--- src/rtl/gray_pkg.sv ---
// Shared types, constants and helpers for the Gray-code source.
package gray_pkg;

    localparam int unsigned N     = 4;
    localparam int unsigned AN_W  = 8;
    localparam int unsigned SEG_W = 7;

    typedef enum logic {
        MANUAL = 1'b0,
        AUTO   = 1'b1
    } estado_t;

    // Active-low segment patterns, bit order g..a
    localparam logic [SEG_W-1:0] SEG_CERO = 7'b1000000;
    localparam logic [SEG_W-1:0] SEG_UNO  = 7'b1111001;

    function automatic logic [N-1:0] bin2gray(input logic [N-1:0] b);
        return b ^ (b >> 1);
    endfunction

endpackage

--- src/rtl/escaneo_display.sv ---
// Seven-segment scanner: shows gray[d] as a 0/1 digit on digit d (d = 0..3).
// Ports: clk, reset (async, active-low), gray (value to show),
//        anodo (digit enables, active-low), catodos (segments g..a, active-low).
module escaneo_display
    import gray_pkg::*;
#(
    parameter int unsigned SCAN_DIV = 100_000
) (
    input  logic             clk,
    input  logic             reset,
    input  logic [N-1:0]     gray,
    output logic [AN_W-1:0]  anodo,
    output logic [SEG_W-1:0] catodos
);

    localparam int unsigned SW = $clog2(SCAN_DIV);

    logic [SW-1:0] scan_cnt;
    logic [1:0]    digito;

    // Slot timer, digit index and registered digit drive
    always_ff @(posedge clk or negedge reset) begin
        if (!reset) begin
            scan_cnt <= '0;
            digito   <= '0;
            anodo    <= 8'hFE;
            catodos  <= SEG_CERO;
        end else begin
            if (scan_cnt == SW'(SCAN_DIV - 1)) begin
                scan_cnt <= '0;
                digito   <= digito + 2'd1;
            end else begin
                scan_cnt <= scan_cnt + SW'(1);
            end
            // Upper four digits stay dark; anodo and catodos track the same digit
            anodo   <= ~(AN_W'(1) << digito);
            catodos <= gray[digito] ? SEG_UNO : SEG_CERO;
        end
    end

endmodule

--- src/rtl/generador_codigogray.sv ---
// Gray-code source: 4-bit up/down counter advanced by a free-running tick
// (AUTO) or a synchronized step button edge (MANUAL), with Gray output,
// binary LEDs and a 4-digit 0/1 display of the Gray bits.
// Ports: clk, reset (async, active-low), run/dir switches, step button,
//        gray + gray_valid pulse, led (binary count), anodo/catodos display.
module generador_codigogray
    import gray_pkg::*;
#(
    parameter int unsigned TICK_DIV = 100_000_000,
    parameter int unsigned SCAN_DIV = 100_000
) (
    input  logic             clk,
    input  logic             reset,
    input  logic             run,
    input  logic             dir,
    input  logic             step,
    output logic [N-1:0]     gray,
    output logic             gray_valid,
    output logic [N-1:0]     led,
    output logic [AN_W-1:0]  anodo,
    output logic [SEG_W-1:0] catodos
);

    localparam int unsigned PW = $clog2(TICK_DIV);

    logic [1:0]    run_s, dir_s, step_s;
    logic          step_prev, step_pulse;
    estado_t       estado, estado_nxt;
    logic [PW-1:0] presc, presc_nxt;
    logic [N-1:0]  bin, bin_nxt;
    logic          avance;

    // Two-flop synchronizers plus registered step edge pulse
    always_ff @(posedge clk or negedge reset) begin
        if (!reset) begin
            run_s      <= '0;
            dir_s      <= '0;
            step_s     <= '0;
            step_prev  <= 1'b0;
            step_pulse <= 1'b0;
        end else begin
            run_s      <= {run_s[0], run};
            dir_s      <= {dir_s[0], dir};
            step_s     <= {step_s[0], step};
            step_prev  <= step_s[1];
            step_pulse <= step_s[1] & ~step_prev;
        end
    end

    // Next-state, prescaler and advance decision
    always_comb begin
        estado_nxt = estado;
        presc_nxt  = presc;
        avance     = 1'b0;
        bin_nxt    = bin;
        case (estado)
            MANUAL: begin
                presc_nxt = '0;
                if (run_s[1]) begin
                    estado_nxt = AUTO;
                end else if (step_pulse) begin
                    avance = 1'b1;
                end
            end
            AUTO: begin
                if (!run_s[1]) begin
                    // Leaving AUTO discards any partial tick
                    estado_nxt = MANUAL;
                    presc_nxt  = '0;
                end else if (presc == PW'(TICK_DIV - 1)) begin
                    presc_nxt = '0;
                    avance    = 1'b1;
                end else begin
                    presc_nxt = presc + PW'(1);
                end
            end
            default: begin
                estado_nxt = MANUAL;
                presc_nxt  = '0;
            end
        endcase
        if (avance) begin
            bin_nxt = dir_s[1] ? bin - N'(1) : bin + N'(1);
        end
    end

    // State, prescaler, count and registered outputs
    always_ff @(posedge clk or negedge reset) begin
        if (!reset) begin
            estado     <= MANUAL;
            presc      <= '0;
            bin        <= '0;
            gray       <= '0;
            gray_valid <= 1'b0;
        end else begin
            estado     <= estado_nxt;
            presc      <= presc_nxt;
            bin        <= bin_nxt;
            gray       <= bin2gray(bin_nxt);
            gray_valid <= avance;
        end
    end

    assign led = bin;

    escaneo_display #(
        .SCAN_DIV (SCAN_DIV)
    ) u_display (
        .clk     (clk),
        .reset   (reset),
        .gray    (gray),
        .anodo   (anodo),
        .catodos (catodos)
    );

endmodule

--- config.mk ---
export PLATFORM = sky130hd
export DESIGN_NAME = generador_codigogray
export DESIGN_NICKNAME = d
export VERILOG_FILES = /design/src/rtl/gray_pkg.sv /design/src/rtl/escaneo_display.sv /design/src/rtl/generador_codigogray.sv
export SDC_FILE = /design/constraint.sdc
export NUM_CORES = 1
export LEC_CHECK = 0
export BUFFER_PORTS_ARGS = -buffer_cell sky130_fd_sc_hd__buf_2
export CELL_PAD_IN_SITES_DETAIL_PLACEMENT = 1
export CELL_PAD_IN_SITES_GLOBAL_PLACEMENT = 1
export CORE_ASPECT_RATIO = 2
export CORE_MARGIN = 3
export CORE_UTILIZATION = 35
export CTS_BUF_LIST = sky130_fd_sc_hd__clkbuf_16
export CTS_CLUSTER_DIAMETER = 50
export CTS_CLUSTER_SIZE = 20
export DETAILED_ROUTE_END_ITERATION = 16
export PLACE_DENSITY_LB_ADDON = 0.1
export SYNTH_ARGS = -nofsm -noshare
export SYNTH_HDL_FRONTEND = slang
export SYNTH_SLANG_ARGS = --single-unit
export TNS_END_PERCENT = 20
--- constraint.sdc ---
create_clock -name clk -period 2.95 [get_ports clk]
set_input_delay 0.295 -clock clk [delete_from_list [all_inputs] [get_ports clk]]
set_output_delay 0.295 -clock clk [all_outputs]
set_load 0.005 [all_outputs]
Word-level counts from Yosys, hierarchy flattened
Cells that the tools add are included.
- add/subtract/negate cells: 5
- multiply operators: 0
- div/mod/pow operators: 0
- order comparisons: 1
- equality and inequality tests: 2
- shifts and indexed selects: 1
- multiplexer cells: 15
- bitwise operators: 5
- reductions and logical operators: 0
- operators by type and width (operator ; number):
    $mux 27 ; 2
    $pmux 27 s2 ; 1
    $add 27x1->27 const B ; 1
    $eq 27x27->1 const B ; 1
    $add 17x1->17 const B ; 1
    $eq 17x17->1 const B ; 1
    $mux 17 ; 1
    $mux 4 ; 2
    $not 8->8 ; 1
    $shl 1x2->8 const A ; 1
    $mux 1 ; 6
    $mux 6 ; 1
    $add 4x1->4 const B ; 1
    $sub 4x1->4 const B ; 1
    $xor 4x3->4 ; 1
    $lt 2x3->1 const B ; 1
    $add 2x1->2 const B ; 1
    $bmux 1 s2 ; 1
    $not 1->1 ; 2
    $pmux 1 s2 ; 1
    $and 1x1->1 ; 1
- register bits after elaboration: 79
- latch bits: 0
- RAM bits: 0
- ROM bits: 0
- bits of input ports: 5
- output and inout port bits: 24
- word-level logic and storage cells: 43
- memories kept: 0

Logic depth before layout (Yosys ltp)
Gate-level depths: netlist of the first run.
- depth after elaboration: 6
- mapped depth: 8
- gate-level depth less buffers: 7

By module
A second synthesis of the first run with hierarchy kept.
- cells, all modules: 296
- area total of the unflattened synthesis: 3225.6 µm²
- by module, submodules not included (module ; times used ; cells each ; area an instance (µm²) ; sequential area each (µm²)):
    generador_codigogray ; 1 ; 187 ; 2047.0 ; 1101.1
    escaneo_display ; 1 ; 109 ; 1178.6 ; 604.3

Least setup slack after synthesis of the first run
Ideal clock, no wire load.
- path type: register -> register
- start: register u_display.scan_cnt[13]
- end: register u_display.digito[1]
- setup time: 0.074 ns
- arrival: 1.969 ns
- required time: 2.876 ns
- path slack: 0.907 ns
- cell stages (with the launch flop): 8
- path buffers: 1
- period minus slack after synthesis: 2.043 ns
- path through: dfrtp_1 > or4b_1 > or4b_1 > nor4_2 > and3_4 > buf_8 > nand2_2 > o21ai_2
- longest elaborated chain between the ends: 1
- ends and longest elaborated chain (element ; RTL line ; source):
    from (decl) ; escaneo_display.sv:18 ; logic [SW-1:0] scan_cnt;
    from (signal assigned) ; escaneo_display.sv:33 ; scan_cnt <= scan_cnt + SW'(1);
    $eq 17x17->1 ; escaneo_display.sv:29 ; if (scan_cnt == SW'(SCAN_DIV - 1)) begin
    to (signal assigned) ; escaneo_display.sv:31 ; digito <= digito + 2'd1;
    to (decl) ; escaneo_display.sv:19 ; logic [1:0] digito;
Every way passes these cells.
A chain may end at the register's enable or synchronous reset.

Worst setup path in the final report of the first run
- start: register presc[0]
- end: register gray[2]
- longest elaborated chain between the ends: 6
- ends and longest elaborated chain (element ; RTL line ; source):
    from (decl) ; generador_codigogray.sv:29 ; logic [PW-1:0] presc, presc_nxt;
    from (signal assigned) ; generador_codigogray.sv:97 ; presc <= presc_nxt;
    $eq 27x27->1 ; generador_codigogray.sv:70 ; end else if (presc == PW'(TICK_DIV - 1)) begin
    $mux 1 ; generador_codigogray.sv:70 ;
    $mux 1 ; generador_codigogray.sv:66 ; if (!run_s[1]) begin
    $pmux 1 s2 ; generador_codigogray.sv:56 ; case (estado)
    $mux 4 ; generador_codigogray.sv:82 ; if (avance) begin
    $xor 4x3->4 ; gray_pkg.sv:18 ; return b ^ (b >> 1);
    to (signal assigned) ; generador_codigogray.sv:99 ; gray <= bin2gray(bin_nxt);
    to (decl) ; generador_codigogray.sv:17 ; output logic [N-1:0] gray,
Every way passes these cells.

==> impl_metrics.ini, run 1 <==
[clock_tree]
cts_buffers = 9
cts_tree = built
htreeDepth = 3
cts_resized = 0
clk_pin_slew_ns = 0.06
postCtsHoldBufs = 0
clock_latency_ns = 0.33
clock_sinks = 68
post_cts_buffers = 0
clockRootBuffer = clkbuf_16
clockBufferDepth = 2

[yosys]
yosysUniqueCellTypes = 40
synth_most_common_cell = dfrtp_1
ys.flop_type = dfrtp_1
avgSynthCellArea_um2 = 10.95
synth_seq_cells = 68
yosys_warnings = 0
seq_area_frac_synth_pct = 54.43
yosys-top-cells-area = dfrtp_1, xor2_1, xnor2_1, nor2_1, ha_1
synth.largest_area_cell = dfrtp_1
synth-edff-count = 0
synth_common_cells = dfrtp_1, nor2_1, xor2_1
synthArstFlopShare_pct = 100.0
synth_top_area_share_pct = 51.92
synthCells = 286
netlist_area_um2 = 3133

[sta]
setup_tns_ns = 0
fmax_mhz = 426.2
skew_ns = 0.008492
min_period_ns = 2.346
rsz0062_at_grt = false
slew_violations = 0
hold_viol = 24
relSlewSlack_pct = 58.87
finalSetupViolations = 0
hold_ws_ns = -0.01941
finalCritPeriodShare_pct = 79.53
worst_pin_slew_ns = 0.6170

[die]
fp.dieW_um = 72.90
die-area_um2 = 10190
rows = 48
die_y_um = 139.8
ios = 29
core-area_um2 = 8648
start_util_pct = 36.23

[detailed_routing]
drt-wirelength-per-cell_um = 15.89
drt_iter0_markers = 65
drc_errors = 0
drt-vias-per-instance = 4.916
ant_nets = 0
vias = 2060
dr.pass1.iters = 3
finalWirelength_um = 6657

[pwr]
p_leak_nw = 1.638
switching_share_pct = 26.13
power_switching_uw = 649.7
internal-power_mw = 1.837
power_density_nw_per_um2 = 689.1
ir_drop_v = 0.0003441
combPwrFrac_pct = 14.6
p_total_mw = 2.487
seq_power_share_pct = 43.2
p_clk_share_pct = 42.2

[final_layout]
areaGrowthSynthToFinish_pct = 15.18
utilization_pct = 41.72
layout.nets = 328
antenna_cells = 0
drive_gt1_share_pct = 17.55
num-fill-cells = 980

[placement]
dpl.hpwl_um = 4986
io_buffers = 21
routabilityCongestion = 0.7251

[job]
max_cap_viol_count = 0

[critical_path]
cp_max_fo = 10
arrival_ns = 2.59
critPathKind = flip-flop to flip-flop
start_kind = flip-flop
end_kind = flip-flop
cp.required_ns = 3.19

[global_routing]
grt_pass1_vias = 2292
gr-total-overflow = 0
antenna_found_initial = 0
grt_usage_pct = 14.92
grt_first_pass_wirelength_um = 11530
grt_max_degree = 27

[hold_path]
hold_class = input pin to async pin

[run_status]
run_status = finished with violations
failed_checks = hold timing
## metrics by stage
step / cells / cell area [µm²] / setup slack (ns) / hold slack [ns]
5_1_grt: 419 / 3608 / 0.3809 / 0.03174
3_5_place_dp: 403 / 3316 / 0.5717 / 0.3378
2_1_floorplan: 291 / 3152 / 0.9073 / -0.0005911
4_1_cts: 419 / 3608 / 0.5515 / 0.006812
3_3_place_gp: 403 / 3316 / 0.6052 / 0.3467
6_report: 419 / 3608 / 0.6038 / -0.01941
## flip-flops by register name, indices dropped and copies added (netlist names)
name,flops
led,4
u_display.anodo,4
presc,27
gray,3
step_prev,1
u_display.catodos,1
step_s,2
u_display.scan_cnt,17
dir_s,2
step_pulse,1
u_display.digito,2
run_s,2
gray_valid,1
estado,1
## worst paths after layout
| path | depth (start not counted) | to | from | slack (ns) |
|---|---|---|---|---|
| setup / recovery | 7 | gray[2] | presc[0] | 0.60 |
| hold reg to reg | 0 | dir_s[1] | dir_s[0] | 0.36 |
| setup reg to reg | 7 | gray[2] | presc[0] | 0.60 |
| hold / removal | 1 | presc[3] | reset | -0.02 |
| max in group asynchronous | 2 | u_display.anodo[2] | reset | 2.16 |
| min in group clk | 1 | run_s[0] | run | 0.07 |
## area by class of cell
type | count | area (µm²) | share of cell area, %
Sequential cell | 68 | 1705 | 47.26
Multi-Input combinational cell | 200 | 1305 | 36.17
Clock buffer | 9 | 225.2 | 6.241
Timing Repair Buffer | 27 | 150.1 | 4.161
Tap cell | 100 | 125.1 | 3.467
Clock inverter | 7 | 67.56 | 1.872
Inverter | 8 | 30.03 | 0.8322
## critical path, stage by stage, from the launching register on
cell and delay, ns:
dfrtp_1 0.39, ha_1 0.20, and3_1 0.27, nand4_1 0.12
nor4_2 0.49, a32oi_2 0.35, mux2i_1 0.29, xnor2_1 0.15
## kinds of logic after synthesis
kind of cell / after synthesis / synth area share, %
AND/OR/NAND/NOR: 121 / 19.33
flip-flops: 68 / 54.43
XOR/XNOR: 48 / 13.42
buffers and inverters: 23 / 4.513
AO/OA/AOI/OAI: 11 / 2.516
adder cells (fa/ha/maj): 9 / 3.834
multiplexers: 4 / 1.717
other: 2 / 0.2397
## layout by cell type (no fill, tap or decap), types with 6 or more instances in the layout
master	count
xor2_1	28
inv_1	8
nand2_1	25
buf_2	21
buf_4	6
conb_1	7
nand3_1	18
xnor2_1	20
nor2_1	45
dfrtp_1	65
ha_1	8
clkbuf_16	9
and3_1	7
## power groups by stage
stage                     logic [mW]  clock network (mW)  registers [mW]
after global routing           0.413                1.12            1.09
after floorplan                0.263                   0            1.08
after detailed placement       0.375                   0            1.10
after CTS                      0.376                1.08            1.08
final                          0.363                1.05            1.07
after global placement         0.361                   0            1.10
## per-layer routing
| layer | part of all wire (%) | track usage, % | vias to the layer above |
|---|---|---|---|
| li1 | - | - | 985 |
| met1 | 36 | 15.05 | 1038 |
| met2 | 58 | 27.31 | 23 |
| met3 | 2.5 | 3.832 | 14 |
| met4 | 2.9 | 7.004 | 0 |
| met5 | 0 | 0 | - |
No activity file was read; power rests on OpenSTA's default activity.
==> inputs of run 2 (changes only) <==
==> constraint.sdc (replaced) <==
create_clock -name clk -period 2.05 [get_ports clk]
set_input_delay 0.205 -clock clk [delete_from_list [all_inputs] [get_ports clk]]
set_output_delay 0.205 -clock clk [all_outputs]
set_load 0.005 [all_outputs]
==> run 2 against run 1 <==
Clock power rose by 52%. Die area stayed put. Combinational power is 48% higher. Setup slack worse by 0.64 ns. Final cell count up 5.7%. Sequential power up 45%. Clock-buffer cell count did not move. The flow finishes with violations (setup timing). Hold slack better by 0.38 ns. Largest cell class unchanged.
==> impl_metrics.ini, run 2 (synthesized netlist as in run 1, its figures left out) <==
[clock_tree]
clockBufferDepth = 2
clk_pin_slew_ns = 0.05
clock_latency_ns = 0.33
cts_tree = built
cts_buffers = 9
htreeDepth = 3
clock_sinks = 68
clockRootBuffer = clkbuf_16

[detailed_routing]
dr.pass1.iters = 4
drt-vias-per-instance = 4.797
finalWirelength_um = 6559
drc_errors = 0
drt_iter0_markers = 79
ant_nets = 0
drt-wirelength-per-cell_um = 14.81
vias = 2125

[die]
start_util_pct = 36.23
core-area_um2 = 8648
ios = 29
fp.dieW_um = 72.90
rows = 48
die_y_um = 139.8
die-area_um2 = 10190

[final_layout]
final_cell_mix = dfrtp_1, nor2_1, xor2_1
areaGrowthSynthToFinish_pct = 24.32
largest_register_ffs = 27
final_common_cell = dfrtp_1
reg_top3 = presc x27, u_display.scan_cnt x17
drive_gt1_share_pct = 23.03
regMostFlops = presc
layout.nets = 352
finalNonFillerCells = 443
utilization_pct = 45.04
antenna_cells = 0

[critical_path]
critPathKind = flip-flop to flip-flop
start_kind = flip-flop
end_kind = flip-flop
cp.required_ns = 2.30
cp_max_fo = 12
arrival_ns = 2.34

[sta]
fmax_mhz = 478.2
setup_slack_ns = -0.04098
setup_tns_ns = -0.1068
rsz0062_at_grt = true
hold_ws_ns = 0.3588
finalCritPeriodShare_pct = 102.0
min_period_ns = 2.091
finalSetupViolations = 8
hold_viol = 0
skew_ns = 0.006537
slew_violations = 0

[run_status]
run_status = finished with violations
failed_checks = setup timing

[placement]
placed_cells = 421
io_buffers = 21
dpl.hpwl_um = 4703
routabilityCongestion = 0.7367

[global_routing]
gr-total-overflow = 0
grt_max_degree = 69
antenna_found_initial = 0
grt_pass1_vias = 2350
grt_usage_pct = 14.48
grt_first_pass_wirelength_um = 11270

[pwr]
p_total_mw = 3.683
power_density_nw_per_um2 = 945.7
ir_drop_v = 0.0007488
p_leak_nw = 1.792

[job]
max_cap_viol_count = 0

[hold_path]
hold_class = flip-flop to flip-flop
[run 2: critical path: stages, from the launching register on]
cell and delay [ns]:
dfrtp_1 0.38, or4b_1 0.52, or4b_4 0.52, nor4_2 0.14, and3_4 0.32, xnor2_1 0.14
[run 2: metrics by stage]
stage	instance area [µm²]	setup slack [ns]
2_1_floorplan	3152	0.007325
3_3_place_gp	3476	-0.04016
3_5_place_dp	3476	-0.05241
4_1_cts	3834	-0.06597
5_1_grt	3895	-0.1161
6_report	3895	-0.04098
[run 2: worst paths after layout]
kind / start / end / slack, ns / cells after the start
max in group asynchronous: reset / u_display.anodo[3] / 1.27 / 3
hold / removal: dir_s[0] / dir_s[1] / 0.36 / 0
hold reg to reg: dir_s[0] / dir_s[1] / 0.36 / 0
setup / recovery: u_display.scan_cnt[13] / u_display.digito[0] / -0.04 / 5
min in group asynchronous: reset / presc[5] / 0.42 / 3
setup reg to reg: u_display.scan_cnt[13] / u_display.digito[0] / -0.04 / 5
[run 2: area by class of cell]
type	instances	area, µm²
clock buffers	9	225.2
clock inverters	7	83.83
fillers	991	4753
inverters	8	30.03
multi-input cells	200	1343
flip-flops and latches	68	1705
well taps	100	125.1
repair buffers	51	382.9
[run 2: per-layer routing]
metal | track usage [%] | part of all wire (%) | wire length (µm) | up-vias
met4 | 7.296 | 2.3 | 154 | 0
met1 | 15.75 | 37 | 2426 | 1062
met5 | 0 | 0 | 0 | -
met3 | 2.892 | 2.1 | 140 | 11
li1 | - | - | - | 1035
met2 | 25.64 | 58 | 3837 | 17
[run 2: power breakdown]
group,internal [mW],switching [mW]
combinational,0.286,0.251
clock,1.05,0.552
sequential,1.44,0.107
[run 2: repair_timing]
item / CTS / global route
pin swaps: 2 / 2
resized for setup: 1 / 6
setup buffers: 0 / 1
hold endpoints to repair: 68 / 0
hold buffers: 4 / 0
cloned: 0 / 1
setup endpoints to repair: 14 / 44
==> inputs of run 3 (changes only) <==
==> constraint.sdc (replaced) <==
create_clock -name clk -period 2.05 [get_ports clk]
set_input_delay 0.41 -clock clk [delete_from_list [all_inputs] [get_ports clk]]
set_output_delay 0.41 -clock clk [all_outputs]
set_load 0.005 [all_outputs]
==> run 3 against run 2 <==
Global-route usage up 0.79 points. Largest power group unchanged. Die area is the same. The flow still finishes with violations (setup timing). Final area increased by 2.2%. Critical path type unchanged. Clock skew rose by 0.0019 ns. Sequential share of layout area fell by 0.94 points. Clock power increased by 13%. Flip-flop and latch count unchanged. Critical path depth unchanged. Hold slack worse by 0.18 ns.
==> impl_metrics.ini, run 3 (synthesized netlist as in run 1, its figures left out) <==
[pwr]
p_leak_nw = 1.838
p_total_mw = 3.899
power_density_nw_per_um2 = 979.7
ir_drop_v = 0.0006567

[detailed_routing]
drt-wirelength-per-cell_um = 15.40
drc_errors = 0
drt_iter0_markers = 19
ant_nets = 0
dr.pass1.iters = 4
drt-vias-per-instance = 4.837
finalWirelength_um = 6897
vias = 2167

[sta]
skew_ns = 0.008403
finalSetupViolations = 6
hold_viol = 0
min_period_ns = 2.059
rsz0062_at_grt = true
setup_slack_ns = -0.009428
slew_violations = 0
fmax_mhz = 485.6
finalCritPeriodShare_pct = 100.5

[global_routing]
antenna_found_initial = 0
grt_first_pass_wirelength_um = 11700
gr-total-overflow = 0
grt_usage_pct = 15.27
grt_pass1_vias = 2415
grt_max_degree = 41

[die]
rows = 48
start_util_pct = 36.23
ios = 29
die-area_um2 = 10190
die_y_um = 139.8
core-area_um2 = 8648
fp.dieW_um = 72.90

[placement]
placed_cells = 427
routabilityCongestion = 0.7661
dpl.hpwl_um = 5029
io_buffers = 21

[critical_path]
critPathKind = flip-flop to flip-flop
cp_max_fo = 6
crit_slowest_cell = or4b_1
cp.required_ns = 2.31
arrival_ns = 2.32
max_stage_delay_ns = 0.52
worstPathCellList = or4b_1, or4b_4, nor4_4, and3_4, xnor2_2
start_kind = flip-flop
end_kind = flip-flop

[clock_tree]
cts_tree = built
htreeDepth = 3
clk_pin_slew_ns = 0.06
clock_latency_ns = 0.34
cts_buffers = 9
clockBufferDepth = 2
clockRootBuffer = clkbuf_16
clock_sinks = 68

[final_layout]
final_common_cell = dfrtp_1
areaGrowthSynthToFinish_pct = 27.04
layout.nets = 357
regMostFlops = presc
drive_gt1_share_pct = 27.01
finalNonFillerCells = 448
final_cell_mix = dfrtp_1, nor2_1, buf_4
reg_top3 = presc x27, u_display.scan_cnt x17
antenna_cells = 0
largest_register_ffs = 27

[run_status]
run_status = finished with violations
failed_checks = setup timing

[job]
max_cap_viol_count = 0

[hold_path]
hold_class = input pin to flip-flop
-- run 3: report_power, final --
part           internal, mW  switching, mW  total, mW
sequential             1.44          0.110       1.55
combinational         0.284          0.256      0.540
clock                  1.20          0.615       1.81
-- run 3: worst max-delay path: cells and delay by family, from the launching register on --
kind	cells	cell delay, ns
xor+xnor	1	0.12
simple gates	4	1.49
flops	1	0.37
-- run 3: per-layer routing --
layer	vias up	GRT usage, %	routed length, µm
li1	1042	-	-
met1	1098	15.62	2459
met2	18	28.07	4140
met3	9	3.326	157
met4	0	7.296	140
met5	-	0	0
-- run 3: what timing repair did --
item	CTS	global route
endpoints found under the hold margin	2	0
setup buffers	0	3
setup endpoints to repair	41	39
cloned	0	1
pin swaps	3	6
gates resized for setup	1	13
hold buffers	1	0
-- run 3: area by class of cell --
class                           count  area, µm²
Fill cell                         972       4668
Sequential cell                    68       1705
Multi-Input combinational cell    201       1379
Timing Repair Buffer               55      391.6
Clock buffer                        9      225.2
Tap cell                          100      125.1
Clock inverter                      7      123.9
Inverter                            8      30.03
-- run 3: path summary, 6_finish.rpt --
check,from,end,slack [ns],cells past startpoint
min,run,run_s[0],0.18,1
max reg2reg,u_display.scan_cnt[12],u_display.digito[0],-0.009,5
min reg2reg,dir_s[0],dir_s[1],0.36,0
min in group asynchronous,reset,presc[2],0.43,2
max,u_display.scan_cnt[12],u_display.digito[0],-0.009,5
max in group asynchronous,reset,u_display.scan_cnt[10],1.08,3
-- run 3: through the flow --
step                      utilization, %  setup slack (ns)  area (µm²)  setup TNS (ns)  hold slack, ns
after global placement             40.71          -0.03199        3521         -0.1927          0.2323
after floorplan                        -          0.007325        3152               0          0.1144
after global routing               46.02          -0.09392        3980          -1.134          0.1608
final                              46.02         -0.009428        3980        -0.03010          0.1764
after CTS                          44.97          -0.03029        3889        -0.03029          0.1615
after detailed placement           40.71          -0.05857        3521          -1.118          0.2374
